## src/rtl/wide_add_seq_pkg.sv

```systemverilog
// Shared definitions for the wide add/subtract sequencer:
// FSM state encoding and the fixed 32-bit slice width.
package wide_add_seq_pkg;

  localparam int WIDTH = 32;

  typedef enum logic [1:0] {
    S_IDLE = 2'd0,
    S_RUN  = 2'd1,
    S_DONE = 2'd2
  } state_e;

endpackage

```

## src/rtl/wide_add_seq_adder.sv

```systemverilog
// Combinational 32-bit adder slice with carry in/out.
// Ports: a_i, b_i, cin_i in; sum_o, cout_o out.
module wide_add_seq_adder
  import wide_add_seq_pkg::*;
(
  input  logic [WIDTH-1:0] a_i,
  input  logic [WIDTH-1:0] b_i,
  input  logic             cin_i,
  output logic [WIDTH-1:0] sum_o,
  output logic             cout_o
);

  assign {cout_o, sum_o} = {1'b0, a_i}
                         + {1'b0, b_i}
                         + {{WIDTH{1'b0}}, cin_i};

endmodule

```

## src/rtl/wide_add_seq.sv

```systemverilog
// WORDS*32-bit add/sub sequencer reusing one 32-bit slice,
// LSW first. Ports: clk_i, rst_n_i, start_i, a_i, b_i, cin_i,
// sub_i (only with WIDE_ADD_SUB_EN), ready_o, done_o, sum_o,
// cout_o. Define WIDE_ADD_SUB_EN to enable subtraction.
module wide_add_seq
  import wide_add_seq_pkg::*;
#(
  parameter int WORDS = 4
) (
  input  logic                   clk_i,
  input  logic                   rst_n_i,
  input  logic                   start_i,
  input  logic [WORDS*WIDTH-1:0] a_i,
  input  logic [WORDS*WIDTH-1:0] b_i,
  input  logic                   cin_i,
`ifdef WIDE_ADD_SUB_EN
  input  logic                   sub_i,
`endif
  output logic                   ready_o,
  output logic                   done_o,
  output logic [WORDS*WIDTH-1:0] sum_o,
  output logic                   cout_o
);

  localparam int W  = WORDS * WIDTH;
  localparam int IW = (WORDS > 1) ? $clog2(WORDS) : 1;
  localparam logic [IW-1:0] LAST = IW'(WORDS - 1);

  state_e          state_q;
  logic [IW-1:0]   idx_q;
  logic            carry_q;
  logic [W-1:0]    a_q;
  logic [W-1:0]    b_q;
  logic [W-1:0]    sum_q;
  logic            cout_q;
  logic            done_q;
  logic            ready_q;

  logic [W-1:0]     b_d;
  logic             carry_d;
  logic [WIDTH-1:0] s_sum;
  logic             s_cout;

  always_comb begin
    b_d     = b_i;
    carry_d = cin_i;
`ifdef WIDE_ADD_SUB_EN
    if (sub_i) begin
      b_d     = ~b_i;
      carry_d = 1'b1;
    end
`endif
  end

  // Operands shift right each RUN cycle so the
  // current word is always in the low slice.
  wide_add_seq_adder u_slice (
    .a_i    (a_q[WIDTH-1:0]),
    .b_i    (b_q[WIDTH-1:0]),
    .cin_i  (carry_q),
    .sum_o  (s_sum),
    .cout_o (s_cout)
  );

  always_ff @(posedge clk_i or negedge rst_n_i) begin
    if (!rst_n_i) begin
      state_q <= S_IDLE;
      idx_q   <= '0;
      carry_q <= 1'b0;
      a_q     <= '0;
      b_q     <= '0;
      sum_q   <= '0;
      cout_q  <= 1'b0;
      done_q  <= 1'b0;
      ready_q <= 1'b1;
    end else begin
      done_q <= 1'b0;
      unique case (state_q)
        S_IDLE, S_DONE: begin
          if (start_i) begin
            state_q <= S_RUN;
            a_q     <= a_i;
            b_q     <= b_d;
            carry_q <= carry_d;
            idx_q   <= '0;
            ready_q <= 1'b0;
          end else begin
            state_q <= S_IDLE;
            ready_q <= 1'b1;
          end
        end
        S_RUN: begin
          a_q     <= a_q >> WIDTH;
          b_q     <= b_q >> WIDTH;
          carry_q <= s_cout;
          idx_q   <= idx_q + IW'(1);
          for (int w = 0; w < WORDS; w++) begin
            if (idx_q == IW'(w)) begin
              sum_q[w*WIDTH +: WIDTH] <= s_sum;
            end
          end
          if (idx_q == LAST) begin
            cout_q  <= s_cout;
            done_q  <= 1'b1;
            ready_q <= 1'b1;
            idx_q   <= '0;
            state_q <= S_DONE;
          end
        end
        default: begin
          state_q <= S_IDLE;
          ready_q <= 1'b1;
        end
      endcase
    end
  end

  assign ready_o = ready_q;
  assign done_o  = done_q;
  assign sum_o   = sum_q;
  assign cout_o  = cout_q;

endmodule

```

## config.mk

```make
export PLATFORM = sky130hd
export DESIGN_NAME = wide_add_seq
export DESIGN_NICKNAME = d
export VERILOG_FILES = /design/src/rtl/wide_add_seq_pkg.sv /design/src/rtl/wide_add_seq_adder.sv /design/src/rtl/wide_add_seq.sv
export SDC_FILE = /design/constraint.sdc
export NUM_CORES = 1
export LEC_CHECK = 0
export BUFFER_PORTS_ARGS = -buffer_cell sky130_fd_sc_hd__buf_2
export CELL_PAD_IN_SITES_DETAIL_PLACEMENT = 0
export CELL_PAD_IN_SITES_GLOBAL_PLACEMENT = 1
export CORE_ASPECT_RATIO = 1.4
export CORE_MARGIN = 2
export CORE_UTILIZATION = 35
export DETAILED_ROUTE_END_ITERATION = 16
export GPL_TIMING_DRIVEN = 0
export PLACE_DENSITY = 0.72
export REMOVE_ABC_BUFFERS = 1
export SETUP_SLACK_MARGIN = 0.5
export SLEW_MARGIN = 10
export SYNTH_ARGS = -nofsm -noshare
export SYNTH_HDL_FRONTEND = slang
export SYNTH_SLANG_ARGS = --single-unit
```

## constraint.sdc

```tcl
create_clock -name clk_i -period 2.5 [get_ports clk_i]
set_input_delay 0.125 -clock clk_i [delete_from_list [all_inputs] [get_ports clk_i]]
set_output_delay 0.125 -clock clk_i [all_outputs]
set_load 0.03 [all_outputs]
```

### Word level (Yosys, flattened, before mapping)

Cells that the tools add are included.
Widths: inputs -> output; s select.

| operators by class | value |
|---|---|
| reductions and logical operators | 9 |
| eq/ne operators | 7 |
| multiplexer cells | 17 |
| add/sub/neg operators | 3 |

Operator list:

| cell | count |
|---|---|
| $pmux 128 s2 | 2 |
| $mux 128 | 2 |
| $add 32x32->33 | 1 |
| $add 33x1->33 | 1 |
| $reduce_and 2->1 | 5 |
| $pmux 2 s2 | 2 |
| $eq 2x2->1 const B | 3 |
| $mux 1 | 6 |
| $mux 2 | 3 |
| $eq 2x1->1 const B | 2 |
| $logic_not 2->1 | 2 |
| $ne 2x2->1 const B | 2 |
| $pmux 1 s2 | 2 |
| $add 2x1->2 const B | 1 |
| $reduce_bool 2->1 | 1 |
| $reduce_or 2->1 | 1 |

| storage, ports and cells | value |
|---|---|
| register bits after elaboration | 392 |
| logic and storage cells | 48 |

### Depth between registers and ports, before layout

| logic depth | value |
|---|---|
| depth in word-level cells | 4 |
| gate-level depth with buffers | 10 |

### Hierarchy

Synthesis repeated with hierarchy kept, for this count alone.

| unflattened totals | value |
|---|---|
| cells, all modules | 1613 |
| area total of the unflattened synthesis | 18307.6 µm² |

By module, submodules not included:

| module | area an instance (µm²) | seq. area each (µm²) | times used | cells an instance |
|---|---|---|---|---|
| wide_add_seq | 16593.4 | 9810.7 | 1 | 1376 |
| wide_add_seq_adder | 1714.1 | 0.0 | 1 | 237 |

### Least setup slack after synthesis

No wires, ideal clock.

| path | value |
|---|---|
| kind | register to register |
| from | register carry_q |
| to | register sum_q[42] (netlist: sum_o[42]) |
| setup time | 0.132 ns |
| path slack | -0.233 ns |
| cell stages (with the launch flop) | 11 |
| data arrival time | 2.602 ns |
| cell sequence | dfrtp_1 -> fa_1 -> fa_1 -> a21o_4 -> nand4_4 -> nand2_1 -> a31o_2 -> a21o_1 -> a21oi_1 -> xor2_1 -> o21ai_0 |

| between the ends | value |
|---|---|
| longest elaborated chain between the ends | 1 |

RTL lines:

| item | RTL line | RTL |
|---|---|---|
| start: declaration | wide_add_seq.sv:31 | `logic carry_q;` |
| start signal: assignment | wide_add_seq.sv:84 | `carry_q <= carry_d;` |
| start signal: assignment | wide_add_seq.sv:95 | `carry_q <= s_cout;` |
| $add 33x1->33 | wide_add_seq_adder.sv:15 | `+ {{WIDTH{1'b0}}, cin_i};` |
| end signal: indexed assignment | wide_add_seq.sv:99 | `sum_q[w*WIDTH +: WIDTH] <= s_sum;` |
| end: declaration | wide_add_seq.sv:34 | `logic [W-1:0] sum_q;` |

No other way between the ends.
A chain may end at the register's enable or synchronous reset.

### Final worst setup path

| path | value |
|---|---|
| from | register b_q[0] |
| to | register sum_q[42] (netlist: sum_o[42]) |

| between the ends | value |
|---|---|
| longest elaborated chain between the ends | 2 |

RTL lines:

| item | RTL line | RTL |
|---|---|---|
| start: declaration | wide_add_seq.sv:33 | `logic [W-1:0] b_q;` |
| start signal: assignment | wide_add_seq.sv:94 | `b_q <= b_q >> WIDTH;` |
| $add 32x32->33 | wide_add_seq_adder.sv:14 | `+ {1'b0, b_i}` |
| $add 33x1->33 | wide_add_seq_adder.sv:15 |  |

No other way between the ends.

==> metrics <==
CTS Buffer Depth 3; Die ar. roughly 52000 µm²; initial antenna violation count 4; DP Wirelength 37800 µm; Avg WL per Cell around 18 µm; CTS sink cnt approximately 400; capturing point of the worst reg2reg path sum_o[42]; Worst-Margin Slew between 0.9 and 1 ns; worst path bufs/invs 1; XOR/XNOR share of the synthesized area 1.15%; R2R Setup Slk -0.37 ns; largest family of logic cells by synthesized area compound AO/OA/AOI/OAI gates; number of synthesized register bits 392; Async SR Flop Fraction 100%; PD cells roughly 1600 nW/µm²; Tightest Hold Check Type in2reg; CP Launch Type register; WP data required slightly below 3 ns; H-tree depth 2; Crit Reg-Reg Startpoint b_q[0]; adder-cell area share of the yosys netlist ~2.7%; crit path cell chain fa_2, fa_2, a21o_4, nand4_4, buf_6, nand2_4, a31o_4, a21o_1, a21oi_2, xor2_2, o21ai_1; Initial DRT Pass Iterations 5; Final Hold Fails 0; grt ovf 0; TritonCTS buffer count 42; share of the cycle needed by the critical path after routing 115%; Tot GR Track Use 21.3%; Nets 2843; Primary FF master, synth dfrtp_1; Die H between 200 and 300 µm; Final Skew 0.0105 ns; register area share after synthesis between 50% and 60%; EDFF count, synth 0; RSZ-0062 raised after global routing yes; path type of the worst setup path reg2reg; min Tclk post-route about 2.9 ns; Slew Limit Headroom between 30% and 40%; first-pass GRT wire length 87500 µm; most frequent CP cell fa_2; CTS Root Cell clkbuf_16; dpl cell area between 20000 and 25000 µm²; RePlAce Congestion 0.770; port buffer count approximately 400; I/O Pins approximately 400; mux share of post-synthesis cell area less than 1%; critical path fanouts, max 4; Crit. Startpoint b_q[0]; CP Capture Type register; status finished with violations; non-filler cells, final between 3000 and 4000; Pwr Total 42200 µW; Synth cell types 53; area fraction in and, or, nand and nor cells after synthesis 18.1%; Setup violations, final 94; via/cell ratio between 5 and 6; DRT Wirelength between 50000 and 60000 µm; Final Slew Violations 0; Min-Delay Endpoint carry_q; crit path max-delay cell type fa_2; Core Region around 50000 µm²; Worst Path Arrival around 3.3 ns; Fmax achieved about 350 MHz; CTS tree yes; Starting Density 35.2%; leakage power about 0.012 µW; Clk Latency, worst-skew pair around 0.57 ns; Ys Warns 0; fin worst setup slack -0.372 ns; Mean Syn Cell Area about 9 µm²; Worst Min Path Start cin_i; die width just under 200 µm; Synth Cell Area ~18000 µm²; Inst Count DP approximately 2800; depth of the most critical reg-to-reg path 11; largest net degree at the start of global routing ~100; Max VDD drop about 1.2 mV; cell class contributing the biggest share of worst-path delay compound AO/OA/AOI/OAI gates; vias in the first global route 16300; max-cap violation count 0; Worst-path clk slew roughly 0.060 ns; post-route cell area between 20000 and 30000 µm²; Compound-Gate Fraction of Synth Area between 10% and 20%; antenna viol nets, final 0; Synth-to-Final Area Change 47.4%; DRC Markers 0; layout cell share with drive strength beyond 1 between 20% and 30%; max incr delay on CP approximately 0.44 ns; number of cells on the worst hold path 4; Initial DRC Count just under 900; failing checks setup timing; via count roughly 16000; Syn Inst Count about 1900; Rows between 90 and 100
layout make-up:
type,instances,area [µm²]
timing repair buffer,730,5710
antenna,4,10.0
multi-input combinational,1365,7970
fill,4586,23900
clock inverter,11,215
tap,643,805
sequential,392,9810
clock buffer,62,1240
inverter,15,57.6
placed cells by master (no fill, tap or decap), drive strengths merged, types with 15 or more instances in the layout:
cell type / count
a21o: 15
a21oi: 34
a22o: 66
a31oi: 197
buf: 471
clkbuf: 64
dfrtp: 391
dlygate4sd3: 257
ha: 35
inv: 16
nand2: 532
nor2: 214
o21ai: 131
o31ai: 16
xnor2: 15
where the power goes:
group	internal (µW)	switching, µW	total [µW]
Clock	4040	2620	6660
Sequential	9550	1840	11400
Combinational	9530	14700	24200
timing repair:
item,in CTS,in global routing
hold endpoints to repair,388,0
pin swaps,63,43
resized for setup,176,61
endpoints found under the setup margin,280,201
hold buffers,257,0
setup buffers,36,21
gates cloned,2,2
cells in the mapped netlist, types with 4 or more instances:
library cell	instances	area [µm²]
nand4_1	9	56.3
nand2b_1	4	25.0
nor2b_1	7	43.8
nor3_1	8	40.0
o31ai_1	15	113
a211oi_1	5	37.5
inv_1	14	52.6
a31oi_1	197	1230
o21bai_1	4	30.0
nand3_1	13	65.1
dfrtp_1	391	9780
a21o_1	14	105
o211ai_1	9	67.6
buf_1	10	37.5
a22o_1	66	578
o21ai_0	128	641
or3_1	6	37.5
xor2_1	8	70.1
clkbuf_1	127	477
ha_1	35	438
a21oi_1	33	165
mux2_2	6	67.6
nor2_1	214	803
nand2_1	532	2000
xnor2_1	15	131
flip-flops by register name, summed over array words and instances (netlist names):
name,count
a_q,128
b_q,128
sum_o,128
idx_q,2
state_q,2
carry_q,1
cout_o,1
done_o,1
ready_o,1
routing by layer:
metal  GRT usage (%)  vias up  wire length [µm]
li1                -     7861                 -
met1            26.6     7980             23500
met2            36.8      382             28500
met3            3.61      104              2620
met4            8.33        0              2080
met5               0        -                 0
tightest hold or removal path, cell delays in order:
cell     delay (ns)
buf_2          0.07
a22o_1         0.17
a21oi_1        0.06
a21oi_2        0.11
metrics by stage:
| step | util (%) | TNS, ns | setup WS, ns | hold slack, ns |
|---|---|---|---|---|
| CTS | 51.0 | -19.50 | -0.387 | 0.00403 |
| floorplan | - | -2198.81 | -13.10 | -0.171 |
| detailed placement | 41.0 | -65.10 | -1.14 | 0.0893 |
| global route | 51.9 | -32.60 | -0.498 | 0.0111 |
| global placement | 39.7 | -7365.38 | -33.44 | 0.349 |
| finish | 51.9 | -20.63 | -0.372 | 0.0215 |
cells by family (layout without fill, tap and decap cells):
group | after synthesis | after routing
compound gates | 491 | 491
flops | 392 | 392
other cells | 0 | 4
simple gates | 804 | 806
xor+xnor | 23 | 23
mux | 8 | 8
buf+inv | 152 | 818
fa+ha+maj | 37 | 37
worst max path at each step:
stage / endpoint / slack (ns) / cells past startpoint
global route: sum_o[120] / -0.50 / 11
floorplan: carry_q / -13.10 / 5
finish: sum_o[42] / -0.37 / 11
CTS: sum_o[22] / -0.39 / 10
detailed placement: sum_o[61] / -1.14 / 9
global placement: carry_q / -33.44 / 5
Note: power is estimated with default switching activity, not from simulation.
